### src/rtl/uart_frame_pkg.sv
// uart_frame_pkg: shared definitions for the UART frame parser.
//   SOF0/SOF1     - the two start-of-frame sync bytes
//   frame_state_e - parser FSM states
//   ptr_width()   - buffer pointer width for a given payload capacity
package uart_frame_pkg;

  localparam logic [7:0] SOF0 = 8'h55;
  localparam logic [7:0] SOF1 = 8'hAA;

  typedef enum logic [2:0] {
    StHunt0,
    StHunt1,
    StCmd,
    StLen,
    StPayload,
    StChk,
    StDrain
  } frame_state_e;

  // Never returns 0, so a one-entry buffer still gets a 1-bit pointer.
  function automatic int unsigned ptr_width(input int unsigned max_len);
    return (max_len > 1) ? $clog2(max_len) : 1;
  endfunction

endpackage

### src/rtl/uart_frame_buf.sv
// uart_frame_buf: DEPTH x 8 simple dual-port register buffer holding one frame payload.
// Ports:
//   clk   - clock
//   we    - write enable
//   waddr - write address
//   wdata - write data
//   raddr - read address
//   rdata - combinational read data at raddr
module uart_frame_buf
  import uart_frame_pkg::*;
#(
  parameter int unsigned DEPTH = 16,
  parameter int unsigned AW    = ptr_width(DEPTH)
) (
  input  logic          clk,
  input  logic          we,
  input  logic [AW-1:0] waddr,
  input  logic [7:0]    wdata,
  input  logic [AW-1:0] raddr,
  output logic [7:0]    rdata
);

  logic [7:0] mem_q [DEPTH];

  always_ff @(posedge clk) begin
    if (we) begin
      mem_q[waddr] <= wdata;
    end
  end

  assign rdata = mem_q[raddr];

endmodule

### src/rtl/uart_frame_parser.sv
// uart_frame_parser: decodes 0x55 0xAA CMD LEN payload CHK frames from the uart_rx byte
// stream and releases the payload of good frames over a valid/ready byte stream.
// CHK is the 8-bit sum of CMD, LEN and all payload bytes.
// Ports:
//   clk, rst              - clock, synchronous active-high reset
//   rx_data, rx_en        - received byte and its one-cycle strobe
//   out_data, out_valid,
//   out_ready, out_last   - payload stream of the last good frame
//   frame_cmd, frame_len  - CMD/LEN of the last good frame
//   frame_done            - pulse: good frame accepted
//   err_chk, err_len,
//   err_ovr, err_timeout  - pulses: checksum bad, LEN too large, byte dropped in drain, timeout
// Build option: define UART_FRAME_TIMEOUT_EN to enable the inter-byte timeout; otherwise
// err_timeout is tied to 0 and a partial frame waits indefinitely.
module uart_frame_parser
  import uart_frame_pkg::*;
#(
  parameter int unsigned MAX_LEN     = 16,
  parameter int unsigned TIMEOUT_CYC = 4340
) (
  input  logic       clk,
  input  logic       rst,
  input  logic [7:0] rx_data,
  input  logic       rx_en,
  output logic [7:0] out_data,
  output logic       out_valid,
  input  logic       out_ready,
  output logic       out_last,
  output logic [7:0] frame_cmd,
  output logic [7:0] frame_len,
  output logic       frame_done,
  output logic       err_chk,
  output logic       err_len,
  output logic       err_ovr,
  output logic       err_timeout
);

  localparam int unsigned PW       = ptr_width(MAX_LEN);
  localparam logic [7:0]  MaxLen8  = 8'(MAX_LEN);

  frame_state_e    state_q;
  logic [7:0]      cmd_q, len_q, sum_q;
  logic [PW-1:0]   wr_ptr_q, rd_ptr_q;
  logic [7:0]      frame_cmd_q, frame_len_q;
  logic            out_valid_q, frame_done_q;
  logic            err_chk_q, err_len_q, err_ovr_q;
  logic            tmo_hit;
  logic            wr_last, rd_last, buf_we;
  logic [7:0]      rd_data;

  // Only meaningful in PAYLOAD/DRAIN, where len_q is non-zero.
  assign wr_last = (8'(wr_ptr_q) == len_q - 8'd1);
  assign rd_last = (8'(rd_ptr_q) == len_q - 8'd1);
  assign buf_we  = (state_q == StPayload) && rx_en;

  uart_frame_buf #(
    .DEPTH (MAX_LEN),
    .AW    (PW)
  ) u_buf (
    .clk   (clk),
    .we    (buf_we),
    .waddr (wr_ptr_q),
    .wdata (rx_data),
    .raddr (rd_ptr_q),
    .rdata (rd_data)
  );

  always_ff @(posedge clk) begin
    if (rst) begin
      state_q      <= StHunt0;
      cmd_q        <= '0;
      len_q        <= '0;
      sum_q        <= '0;
      wr_ptr_q     <= '0;
      rd_ptr_q     <= '0;
      frame_cmd_q  <= '0;
      frame_len_q  <= '0;
      out_valid_q  <= 1'b0;
      frame_done_q <= 1'b0;
      err_chk_q    <= 1'b0;
      err_len_q    <= 1'b0;
      err_ovr_q    <= 1'b0;
    end else begin
      frame_done_q <= 1'b0;
      err_chk_q    <= 1'b0;
      err_len_q    <= 1'b0;
      err_ovr_q    <= 1'b0;
      if (tmo_hit) begin
        state_q <= StHunt0;
      end else begin
        unique case (state_q)
          StHunt0: begin
            if (rx_en && rx_data == SOF0) state_q <= StHunt1;
          end
          StHunt1: begin
            if (rx_en) begin
              if (rx_data == SOF1)      state_q <= StCmd;
              else if (rx_data != SOF0) state_q <= StHunt0;
            end
          end
          StCmd: begin
            if (rx_en) begin
              cmd_q   <= rx_data;
              sum_q   <= rx_data;
              state_q <= StLen;
            end
          end
          StLen: begin
            if (rx_en) begin
              len_q    <= rx_data;
              sum_q    <= sum_q + rx_data;
              wr_ptr_q <= '0;
              if (rx_data > MaxLen8) begin
                err_len_q <= 1'b1;
                state_q   <= StHunt0;
              end else if (rx_data == 8'd0) begin
                state_q <= StChk;
              end else begin
                state_q <= StPayload;
              end
            end
          end
          StPayload: begin
            if (rx_en) begin
              sum_q    <= sum_q + rx_data;
              wr_ptr_q <= wr_ptr_q + PW'(1);
              if (wr_last) state_q <= StChk;
            end
          end
          StChk: begin
            if (rx_en) begin
              if (rx_data == sum_q) begin
                frame_done_q <= 1'b1;
                frame_cmd_q  <= cmd_q;
                frame_len_q  <= len_q;
                if (len_q != 8'd0) begin
                  out_valid_q <= 1'b1;
                  rd_ptr_q    <= '0;
                  state_q     <= StDrain;
                end else begin
                  state_q <= StHunt0;
                end
              end else begin
                err_chk_q <= 1'b1;
                state_q   <= StHunt0;
              end
            end
          end
          StDrain: begin
            // Incoming bytes are dropped; the buffer is still being read out.
            if (rx_en) err_ovr_q <= 1'b1;
            if (out_valid_q && out_ready) begin
              if (rd_last) begin
                out_valid_q <= 1'b0;
                state_q     <= StHunt0;
              end else begin
                rd_ptr_q <= rd_ptr_q + PW'(1);
              end
            end
          end
          default: state_q <= StHunt0;
        endcase
      end
    end
  end

`ifdef UART_FRAME_TIMEOUT_EN
  localparam int unsigned TW = (TIMEOUT_CYC > 1) ? $clog2(TIMEOUT_CYC) : 1;

  logic [TW-1:0] tmo_cnt_q;
  logic          err_timeout_q;
  logic          in_frame;

  assign in_frame = (state_q == StCmd) || (state_q == StLen) ||
                    (state_q == StPayload) || (state_q == StChk);
  // A byte on the terminal cycle takes priority over the timeout.
  assign tmo_hit  = in_frame && !rx_en && (tmo_cnt_q == TW'(TIMEOUT_CYC - 1));

  always_ff @(posedge clk) begin
    if (rst) begin
      tmo_cnt_q     <= '0;
      err_timeout_q <= 1'b0;
    end else begin
      err_timeout_q <= tmo_hit;
      if (rx_en || !in_frame || tmo_hit) tmo_cnt_q <= '0;
      else                               tmo_cnt_q <= tmo_cnt_q + TW'(1);
    end
  end

  assign err_timeout = err_timeout_q;
`else
  logic unused_timeout_cyc;
  assign unused_timeout_cyc = ^TIMEOUT_CYC;
  assign tmo_hit            = 1'b0;
  assign err_timeout        = 1'b0;
`endif

  // Forced to 0 outside DRAIN so the output never shows stale or unwritten buffer contents.
  assign out_data   = out_valid_q ? rd_data : 8'h00;
  assign out_valid  = out_valid_q;
  assign out_last   = out_valid_q && rd_last;
  assign frame_cmd  = frame_cmd_q;
  assign frame_len  = frame_len_q;
  assign frame_done = frame_done_q;
  assign err_chk    = err_chk_q;
  assign err_len    = err_len_q;
  assign err_ovr    = err_ovr_q;

endmodule

### config.mk
export PLATFORM = sky130hd
export DESIGN_NAME = uart_frame_parser
export DESIGN_NICKNAME = d
export VERILOG_FILES = /design/src/rtl/uart_frame_pkg.sv /design/src/rtl/uart_frame_buf.sv /design/src/rtl/uart_frame_parser.sv
export SDC_FILE = /design/constraint.sdc
export NUM_CORES = 1
export LEC_CHECK = 0
export ABC_AREA = 0
export BUFFER_PORTS_ARGS = -buffer_cell sky130_fd_sc_hd__buf_2
export CAP_MARGIN = 15
export CORE_UTILIZATION = 55
export DETAILED_ROUTE_END_ITERATION = 7
export PLACE_DENSITY = 0.87
export SYNTH_ARGS = -nofsm -noshare
export SYNTH_HDL_FRONTEND = slang
export SYNTH_HIERARCHICAL = 1
export SYNTH_SLANG_ARGS = --single-unit
### constraint.sdc
create_clock -name clk -period 2.5 [get_ports clk]
set_input_delay 0.25 -clock clk [delete_from_list [all_inputs] [get_ports clk]]
set_output_delay 0.25 -clock clk [all_outputs]
set_load 0.1 [all_outputs]
==> reports/qor.csv, run 1 <==
metric,value,unit
Synth Area in Compound Gates,0.0865,
Synth async-reset ratio,0,
Yosys reg bits,184,
Pleak,3.26,nW
antenna violations before repair,0,
status,finished with violations,
Worst-Skew Late Latency,0.43,ns
largest net degree at the start of global routing,59,
clock-pin slew on the worst setup and hold paths,0.07,ns
# setup viols final,4,
Vias,5402,
max_cap viols,0,
GRT Overall Usage,0.274,
Clock power frac,0.417,
final WL,19300,um
CTS H-tree lvls,4,
Area Growth Syn to Fin,19.0,%
register area share after synthesis,0.617,
Max Transition Viols Final,0,
"most used cell, CP",buf_12,
RSZ-0062 raised after global routing,yes,
crit-path max FO,6,
Total Nets Final,716,
worst-margin pin slew,1.02,ns
Yosys warnings,6,
clk buf depth,2,
GR Layer Usage met3,0.0743,
Synth area leaders,"edfxtp_1 (48%), dfxtp_1 (14%), mux4_2 (5.0%)",
Vias/cell,6.10,
clk_skew,0.0133,ns
crit path time final,2.56,ns
ys flop type,edfxtp_1,
M2 GR Usage,0.454,
Iteration-0 DRC Markers,569,
Power Density,636,nW/um^2
failing checks,negative setup slack,
maximum vdd drop,0.536,mV
Post-synth EDFFs,128,
CP Class,flop to primary output,
drt wl/cell,21.8,um
share of cells above drive strength 1,0.265,
placed wire-length estimate,12100,um
GR Layer Usage met1,0.344,
share of the synthesized area in the top cell type,0.478,
number of diodes,0,
"delay-heaviest family, CP",multiplexers,
Int Pwr,0.00474,W
maximum clock rate,391,MHz
multi-input logic area,2940,um^2
Worst Path Arrival,2.31,ns
initial core utilization,0.571,
main combinational cell family by area after synthesis,simple AND/OR/NAND/NOR gates,
TritonRoute pass-1 iters,5,
IO Port Bufs,41,
Worst EP required,2.25,ns
final core occ,0.679,
post-place instance area,8650,um^2
Synth Area in Adders,0.0196,
die height,123,um
Final Hold Fails,0,
WP buf/inv,3,
Synth area leader,edfxtp_1,
Setup TNS Final,-0.173,ns
"Power, Total",0.00609,W
most common cell in the netlist,edfxtp_1,
count of cell types in the netlist,66,
CTS Buf Count,17,
Post-Synthesis Cell Area,8040,um^2
Net Sw Frac,0.221,
Sw Pwr,0.00135,W
Crit. End Element,primary output,
relative slew slack,0.318,
I/O pin count,43,
total gr overflow,0,
Rows,43,
fillers,918,
design area,9570,um^2
first-pass GRT wire length,29600,um
GPL Wtd Cong,0.904,
vias in the first global route,5427,
antenna violation net count after detailed routing,0,
fin crit share,1.02,
post-synthesis mux area share,0.100,
core area,14100,um^2
Synth Area per Inst,13.2,um^2
Hold Path Class,input port to flop,
die width,123,um
Commonest cells post-synth,"edfxtp_1 (128), nand2_1 (93), dfxtp_1 (56)",
Synth Area in Simple Gates,0.124,
"Most Used Layer, Global Route",met2,
CTS tree,built,
Root Buffer,clkbuf_16,
Syn Inst Count,611,
post-synthesis xor/xnor area fraction,0.0216,
full die area,15100,um^2
DRC Markers,0,
Setup WS post-layout,-0.0602,ns
Reg area,4970,um^2
CP peak stage delay,0.50,ns
Flop pwr share,0.539,
worst path cell trace,"buf_12, buf_12, mux4_2, a22oi_2, nand2_1, and2_4, buf_12",
Setup crit start kind,flop,
"Net Count, Synth",635,
Worst path slowest cell,mux4_2,
Comb pwr share,0.044,
CTS Sinks,184,
[layout by cell type (no fill, tap or decap), drive strengths merged, types with 4 or more instances in the layout]
cell    count
a311oi      4
buf        96
clkbuf     20
and3        4
edfxtp    128
dfxtp      56
nor4        7
nand2b      5
nor3       17
clkinv      4
a21oi      49
mux4       32
nor2       33
o21ai      14
nand3      14
nand2      93
ha         11
nor2b       6
inv        16
and2       11
xnor2       9
a22oi      17
[metrics by stage]
| stage | setup WS (ns) | hold WS (ns) | cells |
|---|---|---|---|
| 2_1_floorplan | 0.0307 | 0.349 | 611 |
| 3_3_place_gp | 0.265 | 0.446 | 840 |
| 3_5_place_dp | 0.174 | 0.449 | 840 |
| 4_1_cts | -0.0379 | 0.0987 | 880 |
| 5_1_grt | -0.127 | 0.0845 | 885 |
| 6_report | -0.0602 | 0.0999 | 885 |
[sequential cells by signal (all words and copies together), names as in the netlist]
name,count
err_len,1
rd_ptr_q,4
frame_cmd,8
frame_done,1
out_valid,1
err_chk,1
cmd_q,8
frame_len,8
wr_ptr_q,4
u_buf/mem_q,128
len_q,8
state_q,3
sum_q,8
err_ovr,1
[cell type report]
type	instances	share of cell area
Sequential cell	184	0.520
Multi-Input combinational cell	382	0.307
Timing Repair Buffer	96	0.0876
Clock buffer	20	0.0456
Tap cell	180	0.0235
Clock inverter	12	0.0122
Inverter	11	0.00431
[power groups by stage]
stage          Sequential (W)  Combinational (W)  Clock, W
5_1_grt               0.00328           0.000291   0.00269
3_3_place_gp          0.00335           0.000248         0
3_5_place_dp          0.00335           0.000261         0
2_1_floorplan         0.00334           0.000156         0
6_report              0.00328           0.000269   0.00254
4_1_cts               0.00328           0.000264   0.00256
[worst paths after layout]
check | from | to | slack (ns) | cells after the start
worst max-delay path | rd_ptr_q[0] | out_data[0] | -0.06 | 7
worst min register to register | cmd_q[5] | frame_cmd[5] | 0.46 | 2
worst min-delay path | rx_data[3] | u_buf/mem_q[1][3] | 0.1 | 1
worst max register to register | len_q[0] | rd_ptr_q[0] | 0.29 | 10
[worst register-to-register path, stage by stage, from the launching register on]
cell and delay [ns]:
dfxtp_4 0.37, inv_1 0.09, ha_4 0.19, xor2_1 0.14, xnor2_1 0.24, nand3_1 0.16
buf_4 0.16, buf_4 0.13, o21ai_1 0.19, o21ai_0 0.17, a211oi_1 0.26
[metal layers]
| layer | up-vias | part of all wire | wire (um) |
|---|---|---|---|
| met3 | 34 | 0.074 | 1420 |
| met1 | 2672 | 0.40 | 7740 |
| li1 | 2464 | - | - |
| met2 | 232 | 0.50 | 9640 |
| met4 | 0 | 0.023 | 446 |
| met5 | - | 0 | 0 |
[what timing repair did]
| action | CTS | global route |
|---|---|---|
| cloned | 3 | 0 |
| gates resized for setup | 52 | 21 |
| setup endpoints to repair | 9 | 9 |
| pin swaps | 6 | 14 |
| setup buffers | 5 | 7 |
| hold buffers | 0 | 0 |
[kinds of logic after synthesis]
logic type | Yosys count
simple gates | 211
fa+ha+maj | 12
flops | 184
buf+inv | 45
compound gates | 108
xor+xnor | 15
mux | 35
other cells | 1
Note: power is estimated with default switching activity, not from simulation.
==> run 2: changes to the inputs <==
--- a/constraint.sdc
+++ b/constraint.sdc
@@ -3,2 +3,2 @@
 set_output_delay 0.25 -clock clk [all_outputs]
-set_load 0.1 [all_outputs]
+set_load 0.02 [all_outputs]
==> run 2 against run 1 <==
Net effect: the run still ends with negative setup slack left; utilization down 0.69 points; clock power up 3%; fmax up 0.97%; first-iteration DRC count down 5.3%; hold slack better by 0.084 ns; design area down 1.0%; count of clock-buffer cells in the layout down 3; global-route usage down 0.14 points; critical endpoint is now out_data[4].
==> reports/qor.csv, run 2 (synthesized netlist as in run 1, its figures left out) <==
metric,value,unit,change
status,finished with violations,,unchanged
failing checks,negative setup slack,,unchanged
clk buf depth,2,,unchanged
IO Port Bufs,41,,unchanged
I/O pin count,43,,unchanged
"commonest non-fill, non-tap cell in the layout",edfxtp_1,,unchanged
first-pass GRT wire length,29600,um,about the same
Vias/cell,6.26,,was 6.10
Vias,5498,,was 5402
maximum vdd drop,0.481,mV,was 0.536 mV
Rows,43,,unchanged
maximum clock rate,394,MHz,was 391 MHz
die height,123,um,unchanged
CTS Sinks,184,,unchanged
crit-path max FO,6,,unchanged
Worst EP required,2.25,ns,about the same
full die area,15100,um^2,unchanged
clk_skew,0.0160,ns,was 0.0133 ns
TritonRoute pass-1 iters,5,,unchanged
RSZ-0062 raised after global routing,yes,,unchanged
Max Transition Viols Final,0,,unchanged
initial core utilization,0.571,,unchanged
clock-pin slew on the worst setup and hold paths,0.07,ns,about the same
Total Nets Final,709,,was 716
die width,123,um,unchanged
Crit. End Element,primary output,,unchanged
max_cap viols,0,,unchanged
HP Start,rx_en,,was rx_data[3]
GR Layer Usage met1,0.353,,was 0.344
final WL,20000,um,was 19300 um
total gr overflow,0,,unchanged
multi-input logic area,2930,um^2,was 2940 um^2
Root Buffer,clkbuf_16,,unchanged
worst-margin pin slew,0.766,ns,was 1.02 ns
Worst-Skew Late Latency,0.44,ns,was 0.43 ns
GR Layer Usage met3,0.0554,,was 0.0743
share of cells above drive strength 1,0.275,,was 0.265
fin crit share,1.01,,was 1.02
Largest Register,u_buf/mem_q,,unchanged
Setup crit start kind,flop,,unchanged
Area Growth Syn to Fin,17.8,%,was 19.0%
fillers,970,,was 918
vias in the first global route,5361,,was 5427
# setup viols final,8,,was 4
GPL Wtd Cong,0.873,,was 0.904
relative slew slack,0.489,,was 0.318
Reg area,4970,um^2,unchanged
"most used cell, CP",buf_6,,was buf_12
antenna violations before repair,0,,unchanged
Hold Path Class,input port to flop,,unchanged
number of diodes,0,,unchanged
Pleak,3.21,nW,was 3.26 nW
CTS Buf Count,17,,unchanged
worst path cell trace,"buf_6, clkbuf_16, mux4_2, a22oi_2, nand2_1, and2_4, buf_6",,"was buf_12, buf_12, mux4_2, a22oi_2, nand2_1, and2_4, buf_12"
CP Class,flop to primary output,,unchanged
RR Startpoint,len_q[1],,was len_q[0]
placed wire-length estimate,12100,um,about the same
source of the critical timing path,rd_ptr_q[0],,unchanged
GRT Overall Usage,0.273,,was 0.274
Worst path slowest cell,mux4_2,,unchanged
CP peak stage delay,0.54,ns,was 0.50 ns
Final Hold Fails,0,,unchanged
drt wl/cell,22.8,um,was 21.8 um
DRC Markers,0,,unchanged
Largest register FFs,128,,unchanged
r2r setup slk,0.32,ns,was 0.29 ns
largest net degree at the start of global routing,42,,was 59
M2 GR Usage,0.455,,was 0.454
final core occ,0.672,,was 0.679
CTS tree,built,,unchanged
Setup TNS Final,-0.153,ns,was -0.173 ns
Iteration-0 DRC Markers,539,,was 569
"Power, Total",0.00615,W,was 0.00609 W
most frequent cells in the layout,"edfxtp_1 (128), nand2_1 (93), dfxtp_1 (53), a21oi_1 (49), buf_4 (35)",,"was edfxtp_1 (128), nand2_1 (93), dfxtp_1 (53), a21oi_1 (49), buf_4 (47)"
Worst Path Arrival,2.29,ns,was 2.31 ns
DP Worst Slack,0.162,ns,was 0.174 ns
"Most Used Layer, Global Route",met2,,unchanged
crit path time final,2.54,ns,was 2.56 ns
Setup WS post-layout,-0.0357,ns,was -0.0602 ns
antenna violation net count after detailed routing,0,,unchanged
CTS H-tree lvls,4,,unchanged
design area,9480,um^2,was 9570 um^2
Power Density,649,nW/um^2,was 636 nW/um^2
core area,14100,um^2,unchanged
post-place instance area,8580,um^2,was 8650 um^2
run 2: final timing paths:
kind	end	cells past startpoint
min	err_chk	3
min reg2reg	cmd_q[4]	2
max reg2reg	rd_ptr_q[0]	8
max	out_data[4]	7
run 2: layout make-up:
class                   count  share of cell area
flip-flops and latches    184               0.525
multi-input cells         382               0.310
repair buffers             89              0.0772
clock buffers              17              0.0449
well taps                 180              0.0238
clock inverters            15              0.0152
inverters                  11             0.00436
run 2: critical path: cells and delay by family (launching register included):
kind	cells	cell delay, ns
multiplexers	1	0.54
flip-flops	1	0.45
buffers and inverters	3	0.40
AND/OR/NAND/NOR	2	0.27
AO/OA/AOI/OAI	1	0.19
run 2: layer usage:
layer / vias to the layer above / share of wire
li1: 2449 / -
met1: 2754 / 0.40
met2: 260 / 0.52
met3: 35 / 0.059
met4: 0 / 0.022
met5: - / 0
run 2: timing repair:
action | 4_1_cts | 5_1_grt
hold buffers | 0 | 0
gates cloned | 1 | 2
resized for setup | 21 | 49
buffers inserted | 1 | 9
pin swaps | 1 | 13
endpoints found under the setup margin | 9 | 9
run 2: per-stage QoR:
step	cells	hold slack (ns)
6_report	878	0.184
5_1_grt	878	0.178
4_1_cts	867	0.159
3_5_place_dp	833	0.446
3_3_place_gp	833	0.445
2_1_floorplan	611	0.349
run 2: report_power, final:
part           switching [W]  internal, W
clock                0.00122      0.00139
combinational       0.000171    0.0000857
sequential         0.0000165      0.00326
total                0.00140      0.00474
